File: src/rtl/sodor_instr_stim_gen.sv
// Seeded random RISC-V instruction source for the sodor5 imem response port: warm-up NOPs,
// NUM_INSTR random R/I/load words, then drain NOPs. Optional macro: SODOR_HAZARD_AVOID_EN.
module sodor_instr_stim_gen #(
    parameter logic [31:0] SEED        = 32'h000000B4,
    parameter int          MODE        = 0,
    parameter int          NUM_INSTR   = 64,
    parameter int          WARMUP_NOPS = 4,
    parameter int          DRAIN_NOPS  = 5,
    parameter logic [11:0] LD_IMM_MASK = 12'h03C,
    parameter int          HAZ_DEPTH   = 2
) (
    input  logic        clk,
    input  logic        reset,
    input  logic        en,
    input  logic        instr_ready,
    output logic        instr_valid,
    output logic [31:0] instr,
    output logic        instr_is_nop,
    output logic [31:0] issued_count,
    output logic        done
);

    // state  | meaning
    // IDLE   | waiting for en, outputs NOP with valid low
    // WARMUP | issuing WARMUP_NOPS NOPs
    // RUN    | issuing NUM_INSTR random words, LFSR advances per accepted word
    // DRAIN  | issuing DRAIN_NOPS NOPs to flush the pipe
    // DONE   | terminal until reset
    typedef enum logic [2:0] {
        S_IDLE,
        S_WARMUP,
        S_RUN,
        S_DRAIN,
        S_DONE
    } state_t;

    localparam logic [31:0] NOP      = 32'h00000013;
    localparam logic [31:0] TAPS     = 32'h80200003;
    localparam logic [31:0] SEED_EFF = (SEED == 32'd0) ? 32'd1 : SEED;
    localparam logic [31:0] N_WARM   = 32'(WARMUP_NOPS);
    localparam logic [31:0] N_RUN    = 32'(NUM_INSTR);
    localparam logic [31:0] N_DRAIN  = 32'(DRAIN_NOPS);

    localparam logic [1:0] K_R  = 2'd0;
    localparam logic [1:0] K_I  = 2'd1;
    localparam logic [1:0] K_LD = 2'd2;

    state_t      state, state_d;
    logic [31:0] cnt, cnt_d;
    logic [31:0] lfsr, lfsr_d;
    logic [31:0] instr_d;
    logic        is_nop_d;
    logic        active;
    logic        accept;
    logic        run_accept;

    assign active       = (state == S_WARMUP) || (state == S_RUN) || (state == S_DRAIN);
    assign instr_valid  = active && en;
    assign accept       = instr_valid && instr_ready;
    assign run_accept   = accept && (state == S_RUN);
    assign done         = (state == S_DONE);

    // Each down-counter reloads on entry; a zero count falls through to the following phase.
    always_comb begin
        state_d = state;
        cnt_d   = cnt;
        lfsr_d  = lfsr;
        case (state)
            S_IDLE: begin
                if (en) begin
                    if (N_WARM != 32'd0) begin
                        state_d = S_WARMUP;
                        cnt_d   = N_WARM;
                    end else if (N_RUN != 32'd0) begin
                        state_d = S_RUN;
                        cnt_d   = N_RUN;
                    end else if (N_DRAIN != 32'd0) begin
                        state_d = S_DRAIN;
                        cnt_d   = N_DRAIN;
                    end else begin
                        state_d = S_DONE;
                    end
                end
            end
            S_WARMUP: begin
                if (accept) begin
                    if (cnt == 32'd1) begin
                        if (N_RUN != 32'd0) begin
                            state_d = S_RUN;
                            cnt_d   = N_RUN;
                        end else if (N_DRAIN != 32'd0) begin
                            state_d = S_DRAIN;
                            cnt_d   = N_DRAIN;
                        end else begin
                            state_d = S_DONE;
                        end
                    end else begin
                        cnt_d = cnt - 32'd1;
                    end
                end
            end
            S_RUN: begin
                if (accept) begin
                    lfsr_d = (lfsr >> 1) ^ (lfsr[0] ? TAPS : 32'd0);
                    if (cnt == 32'd1) begin
                        if (N_DRAIN != 32'd0) begin
                            state_d = S_DRAIN;
                            cnt_d   = N_DRAIN;
                        end else begin
                            state_d = S_DONE;
                        end
                    end else begin
                        cnt_d = cnt - 32'd1;
                    end
                end
            end
            S_DRAIN: begin
                if (accept) begin
                    if (cnt == 32'd1) begin
                        state_d = S_DONE;
                    end else begin
                        cnt_d = cnt - 32'd1;
                    end
                end
            end
            S_DONE: begin
                state_d = S_DONE;
            end
            default: begin
                state_d = S_IDLE;
            end
        endcase
    end

    logic [4:0]  rd_f, rs1_raw, rs2_raw, rs1_f, rs2_f;
    logic [2:0]  f3_f;
    logic [11:0] imm_f, imm_i;
    logic [1:0]  sel_f, kind;
    logic        alt_f;
    logic [6:0]  f7_f;
    logic [31:0] enc;

    assign rd_f    = lfsr_d[4:0];
    assign rs1_raw = lfsr_d[9:5];
    assign rs2_raw = lfsr_d[14:10];
    assign f3_f    = lfsr_d[17:15];
    assign imm_f   = lfsr_d[29:18];
    assign sel_f   = lfsr_d[31:30];
    assign alt_f   = lfsr_d[31] ^ lfsr_d[0];

`ifdef SODOR_HAZARD_AVOID_EN
    logic [4:0] hist   [HAZ_DEPTH];
    logic [4:0] hist_d [HAZ_DEPTH];

    always_comb begin
        hist_d = hist;
        if (run_accept) begin
            hist_d[0] = lfsr[4:0];
            for (int i = 1; i < HAZ_DEPTH; i++) begin
                hist_d[i] = hist[i-1];
            end
        end
    end

    // Source registers that match a recent non-zero destination are redirected to x0.
    always_comb begin
        rs1_f = rs1_raw;
        rs2_f = rs2_raw;
        for (int i = 0; i < HAZ_DEPTH; i++) begin
            if (hist_d[i] != 5'd0 && rs1_raw == hist_d[i]) rs1_f = 5'd0;
            if (hist_d[i] != 5'd0 && rs2_raw == hist_d[i]) rs2_f = 5'd0;
        end
    end

    always_ff @(posedge clk or posedge reset) begin
        if (reset) begin
            for (int i = 0; i < HAZ_DEPTH; i++) hist[i] <= 5'd0;
        end else begin
            hist <= hist_d;
        end
    end
`else
    assign rs1_f = rs1_raw;
    assign rs2_f = rs2_raw;
`endif

    always_comb begin
        kind = K_R;
        case (MODE)
            1:       kind = K_I;
            2:       kind = sel_f[0] ? K_I : K_R;
            3:       kind = (sel_f == 2'd3) ? K_LD : ((sel_f == 2'd2) ? K_I : K_R);
            default: kind = K_R;
        endcase
    end

    always_comb begin
        f7_f  = (alt_f && (f3_f == 3'd0 || f3_f == 3'd5)) ? 7'b0100000 : 7'b0000000;
        imm_i = imm_f;
        if (f3_f == 3'd1) imm_i = imm_f & 12'h01F;
        else if (f3_f == 3'd5) imm_i = imm_f & 12'h41F;
        case (kind)
            K_I:     enc = {imm_i, rs1_f, f3_f, rd_f, 7'b0010011};
            K_LD:    enc = {imm_f & LD_IMM_MASK, 5'd0, f3_f & 3'b100, rd_f, 7'b0000011};
            default: enc = {f7_f, rs2_f, rs1_f, f3_f, rd_f, 7'b0110011};
        endcase
    end

    // The output word is precomputed for the state/LFSR of the next cycle, so it is
    // registered yet ready the cycle after an accept.
    always_comb begin
        instr_d  = (state_d == S_RUN) ? enc : NOP;
        is_nop_d = (state_d != S_RUN);
    end

    always_ff @(posedge clk or posedge reset) begin
        if (reset) begin
            state        <= S_IDLE;
            cnt          <= 32'd0;
            lfsr         <= SEED_EFF;
            instr        <= NOP;
            instr_is_nop <= 1'b1;
            issued_count <= 32'd0;
        end else begin
            state        <= state_d;
            cnt          <= cnt_d;
            lfsr         <= lfsr_d;
            instr        <= instr_d;
            instr_is_nop <= is_nop_d;
            if (run_accept && issued_count != 32'hFFFFFFFF) begin
                issued_count <= issued_count + 32'd1;
            end
        end
    end

endmodule

File: config.mk
export PLATFORM = sky130hd
export DESIGN_NAME = sodor_instr_stim_gen
export DESIGN_NICKNAME = d
export VERILOG_FILES = /design/src/rtl/sodor_instr_stim_gen.sv
export SDC_FILE = /design/constraint.sdc
export NUM_CORES = 1
export LEC_CHECK = 0
export ABC_AREA = 1
export BUFFER_PORTS_ARGS = -buffer_cell sky130_fd_sc_hd__buf_2
export CAP_MARGIN = 0
export CELL_PAD_IN_SITES_DETAIL_PLACEMENT = 0
export CELL_PAD_IN_SITES_GLOBAL_PLACEMENT = 1
export CORE_AREA = 5 5 137 139
export CTS_CLUSTER_SIZE = 16
export DETAILED_ROUTE_END_ITERATION = 10
export DIE_AREA = 0 0 142 144
export GPL_TIMING_DRIVEN = 0
export PLACE_DENSITY = 0.77
export SLEW_MARGIN = 10
export SYNTH_ARGS = -nofsm -noshare
export SYNTH_HDL_FRONTEND = slang
export SYNTH_SLANG_ARGS = --single-unit
File: constraint.sdc
create_clock -name clk -period 3.3 [get_ports clk]
set_input_delay 0.165 -clock clk [delete_from_list [all_inputs] [get_ports clk]]
set_output_delay 0.165 -clock clk [all_outputs]
set_load 0.02 [all_outputs]
==> results of run 1 <==
## cell type report
| type | count | area share, % |
|---|---|---|
| Timing Repair Buffer | 62 | 4.543 |
| Tap cell | 229 | 3.612 |
| Clock buffer | 18 | 5.410 |
| Sequential cell | 120 | 37.93 |
| Buffer | 34 | 2.997 |
| Inverter | 116 | 5.536 |
| Clock inverter | 14 | 1.719 |
| Multi-Input combinational cell | 637 | 38.25 |
## critical path, delay by kind of cell (launching register included)
family / cells / cell delay (ns)
adder cells (fa/ha/maj): 1 / 0.19
buffers and inverters: 2 / 0.22
flip-flops: 1 / 0.41
AND/OR/NAND/NOR: 7 / 1.30
## cell families after synthesis
| family | after synthesis |
|---|---|
| adder cells (fa/ha/maj) | 3 |
| AO/OA/AOI/OAI | 61 |
| XOR/XNOR | 24 |
| other | 2 |
| AND/OR/NAND/NOR | 537 |
| buffers and inverters | 150 |
| flip-flops | 120 |
## metal layers
metal	vias up	GRT usage [%]
met3	10	3.671
li1	2969	-
met4	0	4.343
met1	2678	24.17
met2	102	28.15
met5	-	0
## through the flow
| stage | instance area, µm² | power (µW) | hold slack [ns] | std cells | util [%] |
|---|---|---|---|---|---|
| floorplan | 6720 | 2106 | 0.3405 | 907 | - |
| CTS | 7933 | 4052 | 0.05349 | 1230 | 45.24 |
| global route | 7933 | 4232 | 0.06838 | 1230 | 45.24 |
| finish | 7933 | 4005 | 0.07388 | 1230 | 45.24 |
| global placement | 7297 | 2228 | 0.4561 | 1194 | 41.62 |
| detailed placement | 7357 | 2240 | 0.2778 | 1197 | 41.96 |
## placed cells by master (no fill, tap or decap), types with 2 or more instances in the layout
cell	synthesis	final
nand3b_1	5	5
nor3_1	26	26
inv_2	7	7
o21bai_1	4	4
nand3_2	3	3
o22ai_1	2	2
buf_2	10	68
inv_1	109	108
nand2_2	9	9
clkbuf_1	3	4
clkinv_2	0	2
o21ai_0	35	35
nor4_1	4	4
a21oi_1	4	4
buf_12	0	3
clkinvlp_4	0	3
nor2_2	33	33
conb_1	2	12
o21ai_1	11	11
nand4_1	24	24
ha_1	3	3
dfrtp_1	115	115
buf_6	5	5
xor2_1	18	18
dfstp_2	5	5
nand2_1	267	267
or2_2	15	15
inv_6	0	7
xnor2_1	6	6
clkbuf_16	0	17
nand3_1	49	49
nor2_1	97	97
buf_4	16	16
## how the worst max path moves through the flow
stage | cells after the start | to | from | slack, ns
floorplan | 12 | issued_count[23]$_DFFE_PP0P_ | issued_count[1]$_DFFE_PP0P_ | 1.43
global placement | 2 | cnt[10]$_DFFE_PP0P_ | reset | 0.76
detailed placement | 10 | issued_count[30]$_DFFE_PP0P_ | issued_count[0]$_DFFE_PP0P_ | 1.14
CTS | 10 | issued_count[30]$_DFFE_PP0P_ | issued_count[0]$_DFFE_PP0P_ | 1.11
global route | 10 | cnt[26]$_DFFE_PP0P_ | cnt[0]$_DFFE_PP0P_ | 0.89
finish | 10 | issued_count[30]$_DFFE_PP0P_ | issued_count[0]$_DFFE_PP0P_ | 1.07
## registers in the layout (all words and copies together), names as in the netlist
register	cells
cnt	32
issued_count	32
lfsr	32
instr	20
state	3
instr_is_nop	1
## power by group
part	leakage (µW)	internal (µW)	total, µW	switching [µW]
registers	0.00153	1570	1680	114
logic	0.00232	187	534	347
clock network	0.000275	1050	1790	736
==> run_results.csv, run 1 <==
group,metric,value,unit
status,status,"finished clean",
grt,grt_max_degree,36,
synth,ys_ff_latch,120,
routing,via_count,5759,
sta,setup_viol,0,
cts,cts_root_buf,"clkbuf_16",
cts,tritoncts,"yes",
synth,syn-instance-count,897,
floorplanning,start_util,38.09,%
routing,viasPerCell,4.682,
synth,synth_compound_area_share,5.039,%
floorplanning,coreArea,0.01753,mm²
sta,setup_slack,1.072,ns
sta,fmax,0.4488,GHz
layout,multi_input_comb_area,0.003034,mm²
routing,wl_met2,7.931,mm
pwr,vdd_drop_max,0.3946,mV
cts,hold_buffers,1,
floorplanning,die_h,144,µm
place,place.gp.congestion,0.8952,
layout,area_growth,18.77,%
hold_path,hold_path.class,"in -> reg",
floorplanning,die_w,142,µm
pwr,leakage,0.004126,µW
worst_setup_path,required,3.61,ns
layout,diodes,0,
layout,final-seq-area,0.003009,mm²
worst_setup_path,reg2regPathDepth,10,
place,place_ws,1.135,ns
worst_setup_path,cp_slowest_cell,"nor4_1",
cts,h-tree-depth,4,
grt,antenna_found_initial,0,
worst_setup_path,startpoint_type,"flip-flop",
sta,worstMarginPinSlew,0.8540,ns
worst_setup_path,r2r_end,"issued_count[30]$_DFFE_PP0P_",
synth,synth_top_cell_by_area,"dfrtp_1",
worst_setup_path,crit_chain,"ha_1 -> inv_1 -> nor2_2 -> inv_1 -> nor4_1 -> nand2_1 -> nand2_1 -> nand2_1 -> nand2_1 -> nand2_1",
pwr,cellPowerDensity,504.9,mW/mm²
cts,post-cts-setup-buffers,0,
routing,maxUsedRoutingLayer,"met4",
run,drv_cap,0,
routing,ant_nets,0,
synth,avgSynthCellArea,7.446,µm²
worst_setup_path,crit_path_end_kind,"flip-flop",
cts,cts.sink_count,120,
worst_setup_path,criticalPathCategory,"reg -> reg",
cts,path_clk_slew,0.06,ns
grt,grt_use_total,17.47,%
hold_path,holdCritStartpoint,"instr_ready",
layout,fillers,1845,
synth,ys_top_cells_by_count,"267 x nand2_1, 115 x dfrtp_1, 109 x inv_1",
synth,synth_top_area_share,43.09,%
synth,yosys.area_share.adder,0.5620,%
synth,synth_area,0.006679,mm²
synth,synthSimpleGateAreaFrac,36.01,%
synth,synth_edf_count,0,
synth,synthTopCellsByArea,"dfrtp_1 43%, nand2_1 15%, inv_1 6.1%",
sta,finalCritPeriodShare,67.53,%
cts,clk_path_buf_depth,2,
worst_setup_path,critPathMaxFanout,4,
synth,synth_xor_area_share,3.147,%
routing,drtPass1Iterations,5,
worst_setup_path,timing.critical_path.mode_cell,"nand2_1",
cts,insertion_delay,0.42,ns
grt,grt_overflow_total,0,
worst_setup_path,rr_startpoint,"issued_count[0]$_DFFE_PP0P_",
synth,async_flop_share,100.0,%
sta,finalHoldViolCount,0,
worst_setup_path,arrival,2.54,ns
routing,drc,0,
place,portBuffers,58,
layout,layout.nets,995,
synth,ys_warn_count,0,
worst_setup_path,r2r_setup_slack,1.07,ns
hold_path,holdPathStages,3,
synth,muxShareOfSynthArea,0,%
grt,grt_pass1_wl,28.46,mm
synth,synth_most_common_cell,"nand2_1",
sta,slew_headroom,42.54,%
cts,cts_resized,0,
sta,tns,0,ns
routing,wl_met3,566,µm
routing,met1_length,8.242,mm
routing,drt-total-wl,16.90,mm
floorplanning,rows,49,
routing,drt_iter0_drc,314,
floorplanning,pin_count,71,
synth,synth_top_family_by_area,"simple AND/OR/NAND/NOR gates",
sta,rsz0062_at_grt,"false",
synth,ys_dominant_reg_cell,"dfrtp_1",
layout,drive_gt1_share,20.28,%
floorplanning,die_area,0.02045,mm²
sta,clock_skew,0.01020,ns
hold_path,min_to,"state[2]$_DFF_PP0_",
routing,wire_per_inst,13.74,µm
synth,synth_seq_area_share,45.05,%
worst_setup_path,cpPeakStageDelay,0.72,ns
place,hpwl,12.76,mm
cts,cts_made_buffers,17,
sta,drv_slew,0,
grt,grt_pass1_vias,5651,
synth,synthDistinctLibCells,38,
sta,post-route-min-period,2.228,ns
(Power assumes the default switching activity.)
==> run 2: changes to the inputs <==
Clock period 3.3 ns to 1.85 ns, I/O delays scaled along.
==> run_results.csv, run 2 (synthesis results as in run 1) <==
group,metric,value,unit
routing,ant_nets,0,
layout,layout_common_cells,"237 x nand2_1, 104 x inv_1, 101 x dfrtp_1, 77 x nor2_1, 61 x buf_2",
place,portBuffers,58,
status,status,"finished, violations left",
floorplanning,pin_count,71,
worst_setup_path,startpoint_type,"flip-flop",
floorplanning,die_h,144,µm
worst_setup_path,reg2regPathDepth,14,
cts,clk_path_buf_depth,2,
cts,h-tree-depth,4,
worst_setup_path,rr_startpoint,"cnt[7]$_DFFE_PP0P_",
hold_path,holdCritStartpoint,"en",
grt,grt_max_degree,31,
hold_path,hold_path.class,"in -> reg",
cts,cts_root_buf,"clkbuf_16",
worst_setup_path,arrival,2.20,ns
routing,wire_per_inst,14.46,µm
floorplanning,coreArea,0.01753,mm²
sta,finalCritPeriodShare,101.7,%
routing,drc,0,
layout,layout.nets,1049,
cts,cts.sink_count,120,
cts,cts_made_buffers,17,
cts,path_clk_slew,0.06,ns
pwr,vdd_drop_max,0.6613,mV
layout,top_regs,"cnt x32, issued_count x32, lfsr x32",
sta,tns,-0.4838,ns
worst_setup_path,required,2.17,ns
layout,diodes,0,
worst_setup_path,r2r_end,"cnt[26]$_DFFE_PP0P_",
routing,drt_iter0_drc,333,
pwr,cellPowerDensity,867.0,mW/mm²
run,drv_cap,0,
cts,tritoncts,"yes",
routing,drtPass1Iterations,5,
sta,worstMarginPinSlew,0.5131,ns
sta,setup_slack,-0.03203,ns
sta,timing.hold.ws,0.1267,ns
place,hpwl,12.79,mm
status,violations,"negative setup slack",
floorplanning,die_area,0.02045,mm²
grt,antenna_found_initial,0,
layout,layout_commonest_cell,"nand2_1",
routing,drt-total-wl,18.57,mm
routing,viasPerCell,4.853,
sta,clock_skew,0.008692,ns
place,dp.cells,1198,
grt,grt_pass1_wl,29.50,mm
place,place.gp.congestion,0.9142,
sta,rsz0062_at_grt,"true",
grt,grt_use_total,18.13,%
worst_setup_path,critPathMaxFanout,7,
pwr,leakage,0.004637,µW
sta,finalHoldViolCount,0,
layout,final_cell_area,0.009005,mm²
hold_path,holdPathStages,5,
place,dpl-instance-area,0.007387,mm²
hold_path,min_to,"state[2]$_DFF_PP0_",
sta,drv_slew,0,
floorplanning,start_util,38.09,%
grt,grt_pass1_vias,5949,
sta,slew_headroom,65.72,%
worst_setup_path,crit_path_end_kind,"flip-flop",
worst_setup_path,criticalPathCategory,"reg -> reg",
cts,insertion_delay,0.43,ns
sta,post-route-min-period,1.882,ns
routing,via_count,6231,
layout,drive_gt1_share,32.13,%
sta,fmax,0.5313,GHz
worst_setup_path,r2r_setup_slack,-0.03,ns
layout,area_growth,34.83,%
floorplanning,rows,49,
floorplanning,die_w,142,µm
grt,grt_overflow_total,0,
layout,final_cells,1284,
sta,setup_viol,33,
==> run 2: cell count changes in the layout (fill, tap and decap cells not counted), moves of 7 or more <==
cell,previous run,this run
nor2_4,1,18
dfrtp_2,0,14
nand2_1,267,237
buf_4,16,57
nand2_2,9,28
nand2_4,0,10
dfrtp_1,115,101
nor2_1,97,77
buf_2,68,61
==> run 2: final cells by class <==
cell class | instances | area [µm²]
Fill cell | 1728 | 8529
Multi-Input combinational cell | 637 | 3436
Sequential cell | 120 | 3027
Timing Repair Buffer | 116 | 898.4
Inverter | 116 | 446.7
Clock buffer | 17 | 425.4
Buffer | 34 | 309.0
Tap cell | 229 | 286.5
Clock inverter | 15 | 176.4
==> run 2: timing repair <==
item / in CTS / in global routing
setup endpoints to repair: 94 / 107
gates cloned: 2 / 4
hold endpoints to repair: 16 / 0
hold buffers: 2 / 0
setup buffers: 19 / 27
pin swaps: 6 / 39
resized for setup: 53 / 107
==> run 2: per-layer routing <==
| layer | up-vias | GRT usage, % | routed length [µm] |
|---|---|---|---|
| li1 | 3087 | - | - |
| met1 | 2995 | 24.89 | 8715 |
| met2 | 122 | 28.94 | 8845 |
| met3 | 27 | 3.472 | 699 |
| met4 | 0 | 6.111 | 312 |
| met5 | - | 0 | 0 |
==> run 2: worst max-delay path, stage by stage, from the launching register on <==
cell and delay (ns):
dfrtp_2 0.45, nor2_4 0.13, nand2_2 0.11, nor2_2 0.13
nand2_2 0.10, nor2_8 0.13, buf_12 0.13, nand2_2 0.06
nand2_2 0.07, inv_2 0.05, nand2_2 0.07, nand2_4 0.07
inv_6 0.08, buf_6 0.12, nor2_1 0.05
==> run 2: worst max path at each step <==
stage                                            from                           end  slack, ns  cells after the start
after detailed placement           cnt[0]$_DFFE_PP0P_           cnt[26]$_DFFE_PP0P_      -0.29                     10
after floorplan           issued_count[0]$_DFFE_PP0P_  issued_count[23]$_DFFE_PP0P_       0.05                     12
after global routing               cnt[4]$_DFFE_PP0P_           instr[24]$_DFF_PP0_      -0.16                     11
after global placement                          reset   issued_count[1]$_DFFE_PP0P_      -0.84                      2
after CTS                          cnt[1]$_DFFE_PP0P_           instr[24]$_DFF_PP0_      -0.05                     11
final                              cnt[7]$_DFFE_PP0P_           cnt[26]$_DFFE_PP0P_      -0.03                     14
==> run 2: power breakdown <==
| group | internal (µW) | switching [µW] | leakage, µW |
|---|---|---|---|
| sequential | 2800 | 227 | 0.00152 |
| combinational | 588 | 793 | 0.00283 |
| clock | 1940 | 1460 | 0.000295 |
| total | 5320 | 2480 | 0.00464 |
==> run 2: through the flow <==
step / setup slack (ns) / total power [µW] / util, %
2_1_floorplan: 0.05209 / 3756 / -
4_1_cts: -0.04897 / 7572 / 47.64
3_3_place_gp: -0.8447 / 3974 / 41.63
5_1_grt: -0.1613 / 8185 / 51.36
6_report: -0.03203 / 7807 / 51.36
3_5_place_dp: -0.2919 / 4010 / 42.13
==> run 3: changes to the inputs <==
--- a/constraint.sdc
+++ b/constraint.sdc
@@ -3,2 +3,2 @@
 set_output_delay 0.0925 -clock clk [all_outputs]
-set_load 0.02 [all_outputs]
+set_load 0.01 [all_outputs]
==> run_results.csv, run 3 (synthesis results as in run 1) <==
group,metric,value,unit
sta,setup_viol,63,
pwr,power.total,7638,µW
sta,finalHoldViolCount,0,
pwr,p_switching,2337,µW
sta,setup_slack,-0.1231,ns
grt,grt_pass1_wl,30.24,mm
pwr,leakage,0.004692,µW
routing,drt_iter0_drc,370,
grt,grt_use_total,18.56,%
layout,layout.nets,1062,
pwr,swShare,30.59,%
worst_setup_path,critPathMaxFanout,6,
worst_setup_path,arrival,2.29,ns
worst_setup_path,critPathTopFamily,"buffers and inverters",
pwr,power_frac_comb,18.6,%
worst_setup_path,path_buf_inv,5,
routing,viasPerCell,4.806,
sta,timing.hold.ws,0.1465,ns
floorplanning,die_h,144,µm
cts,tritoncts,"yes",
layout,layout_common_cells,"245 x nand2_1, 105 x inv_1, 105 x dfrtp_1, 76 x nor2_1",
floorplanning,pin_count,71,
routing,ant_nets,0,
cts,cts_made_buffers,17,
sta,post-route-min-period,1.973,ns
sta,finalCritPeriodShare,106.7,%
grt,grt_pass1_vias,5952,
worst_setup_path,cpPeakStageDelay,0.42,ns
layout,final_cells,1297,
layout,layout_commonest_cell,"nand2_1",
floorplanning,coreArea,0.01753,mm²
place,dp.cells,1197,
floorplanning,rows,49,
grt,grt_overflow_total,0,
status,status,"finished, violations left",
floorplanning,die_w,142,µm
worst_setup_path,required,2.16,ns
layout,drive_gt1_share,33.05,%
worst_setup_path,criticalPathCategory,"reg -> reg",
status,violations,"negative setup slack",
floorplanning,die_area,0.02045,mm²
routing,drc,0,
place,portBuffers,58,
cts,cts_root_buf,"clkbuf_16",
run,drv_cap,0,
cts,insertion_delay,0.42,ns
sta,clock_skew,0.01058,ns
worst_setup_path,crit_path_end_kind,"flip-flop",
sta,tns,-5.323,ns
sta,worstMarginPinSlew,0.6127,ns
sta,slew_headroom,59.07,%
routing,wire_per_inst,14.49,µm
cts,h-tree-depth,4,
worst_setup_path,crit_chain,"ha_4 -> nand2_2 -> nor2_2 -> nand2_2 -> nor2_8 -> buf_4 -> buf_4 -> a21boi_4 -> buf_6 -> nand2_4 -> inv_6 -> buf_6 -> nor2_1",
worst_setup_path,startpoint_type,"flip-flop",
pwr,cellPowerDensity,825.1,mW/mm²
cts,path_clk_slew,0.06,ns
routing,drt-total-wl,18.80,mm
floorplanning,start_util,38.09,%
layout,area_growth,38.59,%
sta,drv_slew,0,
layout,utilization,52.79,%
layout,top_regs,"cnt x32, issued_count x32, lfsr x32",
cts,cts.sink_count,120,
pwr,vdd_drop_max,0.7114,mV
grt,grt_max_degree,36,
grt,antenna_found_initial,0,
cts,clk_path_buf_depth,2,
pwr,power.internal,5301,µW
routing,drtPass1Iterations,5,
sta,fmax,0.5068,GHz
routing,via_count,6233,
sta,rsz0062_at_grt,"true",
pwr,p_clk_share,42.0,%
worst_setup_path,cp_slowest_cell,"dfrtp_1",
layout,diodes,0,
hold_path,hold_path.class,"in -> reg",
pwr,seqPwrFrac,39.4,%
place,place.gp.congestion,0.8952,
place,hpwl,12.76,mm
run 3: timing repair:
action / 4_1_cts / 5_1_grt
hold endpoints to repair: 25 / 0
setup endpoints to repair: 86 / 94
resized for setup: 91 / 103
pin swaps: 21 / 25
cloned: 4 / 7
buffers inserted: 38 / 18
hold buffers: 2 / 0
run 3: through the flow:
| stage | instance area (µm²) | worst slack, ns |
|---|---|---|
| floorplan | 6720 | 0.06379 |
| global placement | 7297 | -0.6194 |
| detailed placement | 7357 | -0.3147 |
| CTS | 8636 | -0.08060 |
| global route | 9256 | -0.2126 |
| finish | 9256 | -0.1231 |
run 3: worst register-to-register path, delay by kind of cell, from the launching register on:
kind / cells / cell delay (ns)
compound gates: 1 / 0.27
fa+ha+maj: 1 / 0.19
buf+inv: 5 / 0.61
flops: 1 / 0.42
simple gates: 6 / 0.38
run 3: area by class of cell:
cell class                      instances  area, µm²
Buffer                                 33      344.1
Fill cell                            1705       8278
Clock buffer                           18      429.2
Timing Repair Buffer                  130       1079
Tap cell                              229      286.5
Inverter                              116      449.2
Clock inverter                         14      136.4
Sequential cell                       120       3022
Multi-Input combinational cell        637       3511
run 3: per-layer routing:
metal,wire (µm),global-route usage [%],vias to the layer above
met2,9117,30.63,147
met5,0,0,-
met3,925,3.770,17
met4,213,4.646,0
met1,8543,25.16,2963
li1,-,-,3106
run 3: final timing paths:
check	from	to	slack, ns	depth (start not counted)
min in group asynchronous	reset	instr[22]$_DFF_PP0_	0.29	3
min	en	state[0]$_DFF_PP0_	0.15	5
max reg2reg	cnt[0]$_DFFE_PP0P_	cnt[31]$_DFFE_PP0P_	-0.12	13
max in group asynchronous	reset	lfsr[5]$_DFF_PP1_	0.71	5
max	cnt[0]$_DFFE_PP0P_	cnt[31]$_DFFE_PP0P_	-0.12	13
min reg2reg	lfsr[25]$_DFFE_PP0P_	lfsr[24]$_DFFE_PP0P_	0.47	2
run 3: power by group through the flow:
stage,logic [µW],clock network [µW],registers (µW)
after CTS,1340,3270,3000
after global placement,914,0,3050
after detailed placement,942,0,3040
final,1420,3210,3010
after floorplan,753,0,2990
after global routing,1600,3410,3030
